### src/rtl/pipe_field_pkg.sv
// rtl/pipe_field_pkg.sv - shared types and geometry for the pipe_field scrolling playfield
package pipe_field_pkg;

    localparam int NUM_COLS = 16;
    localparam int NUM_ROWS = 8;

    typedef logic [NUM_ROWS-1:0] col_t;

    typedef enum logic [1:0] {
        IDLE  = 2'd0,
        RUN   = 2'd1,
        CRASH = 2'd2
    } state_t;

endpackage

### src/rtl/pipe_field_scroll_tick.sv
// rtl/pipe_field_scroll_tick.sv - free-running scroll period counter with enable and clear
module scroll_tick #(
    parameter int PERIOD = 1024
) (
    input  logic clk,
    input  logic reset,
    input  logic i_en,
    input  logic i_clr,
    output logic o_tick
);

    localparam int CW = $clog2(PERIOD);
    localparam logic [CW-1:0] LAST = CW'(PERIOD - 1);

    logic [CW-1:0] r_count;

    // Tick only while enabled so a frozen counter never shifts the field
    assign o_tick = i_en && (r_count == LAST);

    always_ff @(posedge clk or posedge reset) begin
        if (reset) begin
            r_count <= '0;
        end else if (i_clr) begin
            r_count <= '0;
        end else if (i_en) begin
            r_count <= o_tick ? '0 : r_count + 1'b1;
        end
    end

endmodule

### src/rtl/pipe_field.sv
// rtl/pipe_field.sv - scrolling pipe field with bird collision; score counter built only with PIPE_FIELD_SCORE_EN
module pipe_field
    import pipe_field_pkg::*;
#(
    parameter int SCROLL_PERIOD = 1024,
    parameter int BIRD_COL      = 13
) (
    input  logic                         clk,
    input  logic                         reset,
    input  logic [7:0]                   location,
    input  logic                         new_col,
    input  logic [7:0]                   bird,
    input  logic                         start,
    output logic [NUM_COLS*NUM_ROWS-1:0] field,
    output logic                         crash,
    output logic [7:0]                   score
);

    state_t r_state;
    state_t w_state_next;
    col_t   r_cols [NUM_COLS];
    col_t   r_pending;
    logic   r_pending_valid;
    logic   w_tick;
    logic   w_run;
    logic   w_idle;
    logic   w_collide;
    logic   w_clear;

    assign w_run     = (r_state == RUN);
    assign w_idle    = (r_state == IDLE);
    assign w_collide = w_run && ((r_cols[BIRD_COL] & bird) != '0);
    // Restart from CRASH wipes the field on the same edge that enters IDLE
    assign w_clear   = w_idle || ((r_state == CRASH) && start);

    scroll_tick #(
        .PERIOD (SCROLL_PERIOD)
    ) u_scroll_tick (
        .clk    (clk),
        .reset  (reset),
        .i_en   (w_run),
        .i_clr  (w_idle),
        .o_tick (w_tick)
    );

    always_ff @(posedge clk or posedge reset) begin
        if (reset) begin
            r_state <= IDLE;
        end else begin
            r_state <= w_state_next;
        end
    end

    always_comb begin
        w_state_next = r_state;
        case (r_state)
            IDLE:    if (start)     w_state_next = RUN;
            RUN:     if (w_collide) w_state_next = CRASH;
            CRASH:   if (start)     w_state_next = IDLE;
            default:                w_state_next = IDLE;
        endcase
    end

    always_ff @(posedge clk or posedge reset) begin
        if (reset) begin
            for (int c = 0; c < NUM_COLS; c++) r_cols[c] <= '0;
            r_pending       <= '0;
            r_pending_valid <= 1'b0;
        end else if (w_clear) begin
            for (int c = 0; c < NUM_COLS; c++) r_cols[c] <= '0;
            r_pending       <= '0;
            r_pending_valid <= 1'b0;
        end else if (w_tick) begin
            for (int c = NUM_COLS - 1; c > 0; c--) r_cols[c] <= r_cols[c-1];
            // A strobe coincident with the tick beats any older pending column
            r_cols[0]       <= new_col ? location : (r_pending_valid ? r_pending : '0);
            r_pending_valid <= 1'b0;
        end else if (w_run && new_col) begin
            r_pending       <= location;
            r_pending_valid <= 1'b1;
        end
    end

    always_comb begin
        field = '0;
        for (int c = 0; c < NUM_COLS; c++) field[c*NUM_ROWS +: NUM_ROWS] = r_cols[c];
    end

    assign crash = (r_state == CRASH);

`ifdef PIPE_FIELD_SCORE_EN
    logic [7:0] r_score;

    always_ff @(posedge clk or posedge reset) begin
        if (reset) begin
            r_score <= 8'h00;
        end else if (w_clear) begin
            r_score <= 8'h00;
        end else if (w_tick && (r_cols[BIRD_COL] != '0) && !w_collide && (r_score != 8'hFF)) begin
            r_score <= r_score + 8'h01;
        end
    end

    assign score = r_score;
`else
    assign score = 8'h00;
`endif

endmodule

### config.mk
export PLATFORM = sky130hd
export DESIGN_NAME = pipe_field
export DESIGN_NICKNAME = d
export VERILOG_FILES = /design/src/rtl/pipe_field_pkg.sv /design/src/rtl/pipe_field_scroll_tick.sv /design/src/rtl/pipe_field.sv
export SDC_FILE = /design/constraint.sdc
export NUM_CORES = 1
export LEC_CHECK = 0
export CORE_MARGIN = 3
export CORE_UTILIZATION = 45
export DETAILED_ROUTE_END_ITERATION = 12
export PLACE_DENSITY = 0.87
export SETUP_SLACK_MARGIN = 0.05
export SLEW_MARGIN = 20
export SYNTH_ARGS = -nofsm -noshare
export SYNTH_HDL_FRONTEND = slang
export SYNTH_HIERARCHICAL = 1
export SYNTH_SLANG_ARGS = --single-unit
### constraint.sdc
create_clock -name clk -period 4 [get_ports clk]
set_clock_uncertainty 0.1 [all_clocks]
set_input_delay 0.4 -clock clk [delete_from_list [all_inputs] [get_ports clk]]
set_output_delay 0.4 -clock clk [all_outputs]
set_load 0.03 [all_outputs]
Word level (Yosys, flattened, before mapping). Cells that the tools add are included.

Memories: 0. Output and inout bits: 137. Bits in read-only memories: 0. Bits in latches: 0. RAM bits: 0. Logic and storage cells: 59. Bits in registers: 149.

Muxes and demuxes: 17. Shifts and indexed selects: 0. Reduce and logical (&&, ||, !) cells: 13. Multiply operators: 0. Eq/ne operators: 7. Bitwise logic cells: 1. $lt $le $gt $ge: 0. Divide/modulo/power cells: 0. $add $sub $neg: 1.

Operator list (count): two-way mux 128 bit (2); two-way mux 8 bit (5); two-way mux 10 bit (3); adder 10 x 1 -> 10 bit (second input constant) (1); == test 10 bit (second input constant) (1); AND 8 bit (1); inequality test 2 bit (second input constant) (4); nonzero test 8 bit (1); two-way mux 2 bit (3); case mux 2 bit (3 select lines) (1); nonzero test 2 bit (3); logical AND 1 bit (4); two-way mux 1 bit (3); AND reduction 3 bit (1); nonzero test 3 bit (1); == test 2 x 1 -> 1 bit (second input constant) (1); == test 2 bit (second input constant) (1); logical NOT 2 bit (1); AND reduction 2 bit (1); logical OR 1 bit (1).

Depth between registers and ports, before layout.
Word-level depth: 5. Gate-level depth with buffers: 9.

By module. Netlist, hierarchy kept.

Modules (own cells, without submodules): pipe_field (times used 1, sequential area each 3478.3 um^2, cells each 478, area each 5816.8 um^2); scroll_tick (times used 1, sequential area each 250.2 um^2, cells each 63, area each 589.3 um^2).

Worst setup path after synthesis. Ideal clock, no wire load.

Kind: register -> register. Start: register r_state[1]. End: register r_cols, in the netlist field[100]. Slack: 1.624 ns. Buffers on the path: 3. Stages on the path, launching flop included: 10. Arrival: 2.157 ns. Setup time: 0.119 ns. Clock period less this slack: 2.376 ns. Path through: dfrtp_1 -> nand2b_4 -> inv_1 -> buf_2 -> nand4_2 -> nor4_2 -> buf_4 -> clkbuf_4 -> mux2i_1 -> nor2_1.

RTL lines: start: declaration (RTL line pipe_field.sv:19) `state_t r_state;`; start signal: assignment (RTL line pipe_field.sv:50) `r_state <= w_state_next;`; == test 2 x 1 -> 1 bit (RTL line pipe_field.sv:30) `assign w_run = (r_state == RUN);`; via w_run (RTL line pipe_field.sv:25) `logic w_run;`; logical AND 1 bit (RTL line pipe_field_scroll_tick.sv:18) `assign o_tick = i_en && (r_count == LAST);`; via w_tick (RTL line pipe_field.sv:24) `logic w_tick;`; nonzero test 2 bit (no source line); end: declaration (RTL line pipe_field.sv:21) `col_t r_cols [NUM_COLS];`.

The timed path passes the listed nets, and every way through them passes these cells. A chain may end at the register's enable or synchronous reset.

Worst setup path after layout.
Start: register r_state[1]. End: register r_pending[4].

RTL lines: == test 2 x 1 -> 1 bit (RTL line pipe_field.sv:30); via w_run (RTL line pipe_field.sv:25); logical AND 1 bit (RTL line pipe_field_scroll_tick.sv:18); via w_tick (RTL line pipe_field.sv:24); inequality test 2 bit (no source line); AND reduction 2 bit (no source line); end signal: assignment (RTL line pipe_field.sv:79) `r_pending <= location;`; end: declaration (RTL line pipe_field.sv:22) `col_t r_pending;`.

The timed path passes the listed nets, and every way through them passes these cells.

==> qor.csv <==
metric;value;unit
clock-pin slew of the registers on the worst-case setup and hold paths;0.06;ns
Final Instance Count excl. Fillers;872;
hold_buf cts;0;
Root Buffer;clkbuf_16;
asr flop ratio synth;1.00;
synth warn;6;
die area;15700;um^2
Post-route DRC;0;
unrepaired setup endpoints after global routing;no;
# IOs;157;
RD Place Congestion;0.784;
Worst slew margin;0.556;
min Tclk post-route;2.58;ns
layout cell share with drive strength beyond 1;0.0790;
DR WL/cell;16.9;um
Core Footprint;13600;um^2
CP Buf/Inv Count;1;
Post-DRT Antenna Nets;0;
post-cts sizing count;0;
total global-route track usage;0.192;
overall routed net length;14700;um
worst slew pin tran;0.664;ns
final hold violations;0;
cells along the critical path;nand2b_4, inv_1, nand4_2, nor4_4, nand2b_2, a21oi_1, a21oi_2, a22o_1;
CP arrival;2.82;ns
Starting Density;0.472;
Seq/Total Area, Yosys;0.582;
maximum fanout along the worst path;10;
initial antenna violation count;0;
number of I/O port buffers;148;
Synth area leader;dfrtp_1;
final number of setup-violating endpoints;0;
CP top delay family;simple AND/OR/NAND/NOR gates;
Antenna Cells;0;
Area Growth Syn to Fin;34.2;%
CTS tree;built;
via count;4666;
max_cap viols;0;
die extent in x;125;um
average cell area after synthesis;11.8;um^2
Cells after Synth;541;
Crit path largest cell delay;0.44;ns
most frequent cells in the layout;dfrtp_1, clkdlybuf4s50_1, nor2_1;
drt initial violations;309;
global-route wire length before repair;24500;um
Tcrit/Tclk final;0.644;
total gr overflow;0;
critical setup path kind;register to register;
post-CTS setup repair buffer count;0;
Cells after DPL;840;
First-pass DRT Iterations;4;
final net count;704;
Slew Limit Fails;0;
CTS buffer count;17;
Netlist Area Pre-Place;6410;um^2
CP max-delay cell;dfrtp_1;
setup_tns;0;ns
Crit. End Element;register;
status;complete, no violations;
Die H;125;um
largest buffer count on any clock path;2;
Site Rows;42;
crit start category;register;
Synth Register Bits;149;
Synth top area share;0.582;
H-tree depth reported by CTS;4;
Primary FF master, synth;dfrtp_1;
vias in the first global route;4726;
min-delay worst type;input pin to asynchronous set/reset pin;
HPWL Detailed;10200;um
post-synth cell types;47;
Skew-Pair Late Insertion Delay;0.41;ns
hold slack;0.266;ns
Area contributors post-synth;dfrtp_1, mux2i_1, nor2_1, buf_4, buf_2;
WP data required;4.25;ns
leakage;3.71;nW
Vias per Instance;5.35;
Pwr per Cell Area;403;nW/um^2
power after layout;0.00346;W
Peak Freq;0.388;GHz
EDFF count, synth;0;
Worst VDD drop;0.000284;V
most common cell after layout, fill and taps aside;dfrtp_1;
clk sinks;149;
largest net degree at the start of global routing;82;
[Yosys cell counts (2+ instances only)]
cell type / instances
o22ai_1: 2
buf_2: 14
or3_1: 2
a21oi_1: 3
a211oi_1: 6
nor2b_1: 2
and3_1: 2
a22oi_1: 9
or4_1: 2
o32ai_1: 2
buf_4: 24
dfrtp_1: 149
mux2i_1: 124
a22o_1: 6
nand2_1: 8
xor2_1: 2
o211ai_1: 3
inv_1: 9
nor2_1: 138
o21ai_0: 4
clkbuf_4: 2
a211oi_2: 2
nand3b_1: 2
[final timing paths]
| kind | start | end | slack, ns | cells after the start |
|---|---|---|---|---|
| max in group asynchronous | reset | field[16] | 2.63 | 3 |
| worst min-delay path | reset | u_scroll_tick/r_count[9] | 0.27 | 2 |
| min in group clk | r_pending[0] | r_pending[0] | 0.43 | 2 |
| worst max-delay path | r_state[1] | r_pending[4] | 1.42 | 8 |
| worst min register to register | r_pending[0] | r_pending[0] | 0.43 | 2 |
| worst max register to register | r_state[1] | r_pending[4] | 1.42 | 8 |
[area by class of cell]
| type | instances | area (um^2) |
|---|---|---|
| Sequential cell | 149 | 3730 |
| Clock inverter | 14 | 176 |
| Multi-Input combinational cell | 348 | 2410 |
| Clock buffer | 18 | 439 |
| Timing Repair Buffer | 157 | 1590 |
| Tap cell | 176 | 220 |
| Inverter | 10 | 41.3 |
| Fill cell | 1038 | 4960 |
[registers in the layout, summed over array words and instances (netlist names)]
register / cells
r_pending_valid: 1
u_scroll_tick/r_count: 10
r_pending: 8
field: 128
r_state: 2
[kinds of logic (layout without fill, tap and decap cells)]
group,Yosys count,in the layout,share of synthesized area
compound gates,46,46,0.0574
xor+xnor,2,2,0.00273
fa+ha+maj,1,1,0.00195
buf+inv,51,199,0.0478
flops,149,149,0.582
mux,124,124,0.194
other cells,1,8,0.000585
simple gates,167,167,0.114
[where the power goes]
part | switching [W] | leakage (nW) | internal [W]
clock network | 0.000632 | 0.286 | 0.00100
logic | 0.000152 | 1.36 | 0.0000811
registers | 0.0000464 | 2.06 | 0.00155
total | 0.000830 | 3.71 | 0.00263
[stage by stage]
step	cell area, um^2	util	setup slack [ns]
floorplan	6440	-	1.62
global placement	7980	0.589	1.58
detailed placement	7980	0.589	1.43
CTS	8600	0.634	1.41
global route	8600	0.634	1.22
finish	8600	0.634	1.42
[layer usage]
layer / global-route usage / routed length, um / vias up
li1: - / - / 2140
met1: 0.250 / 6230 / 2337
met2: 0.314 / 7460 / 164
met3: 0.0418 / 718 / 25
met4: 0.0797 / 318 / 0
met5: 0 / 0 / -
(Power assumes the default switching activity.)
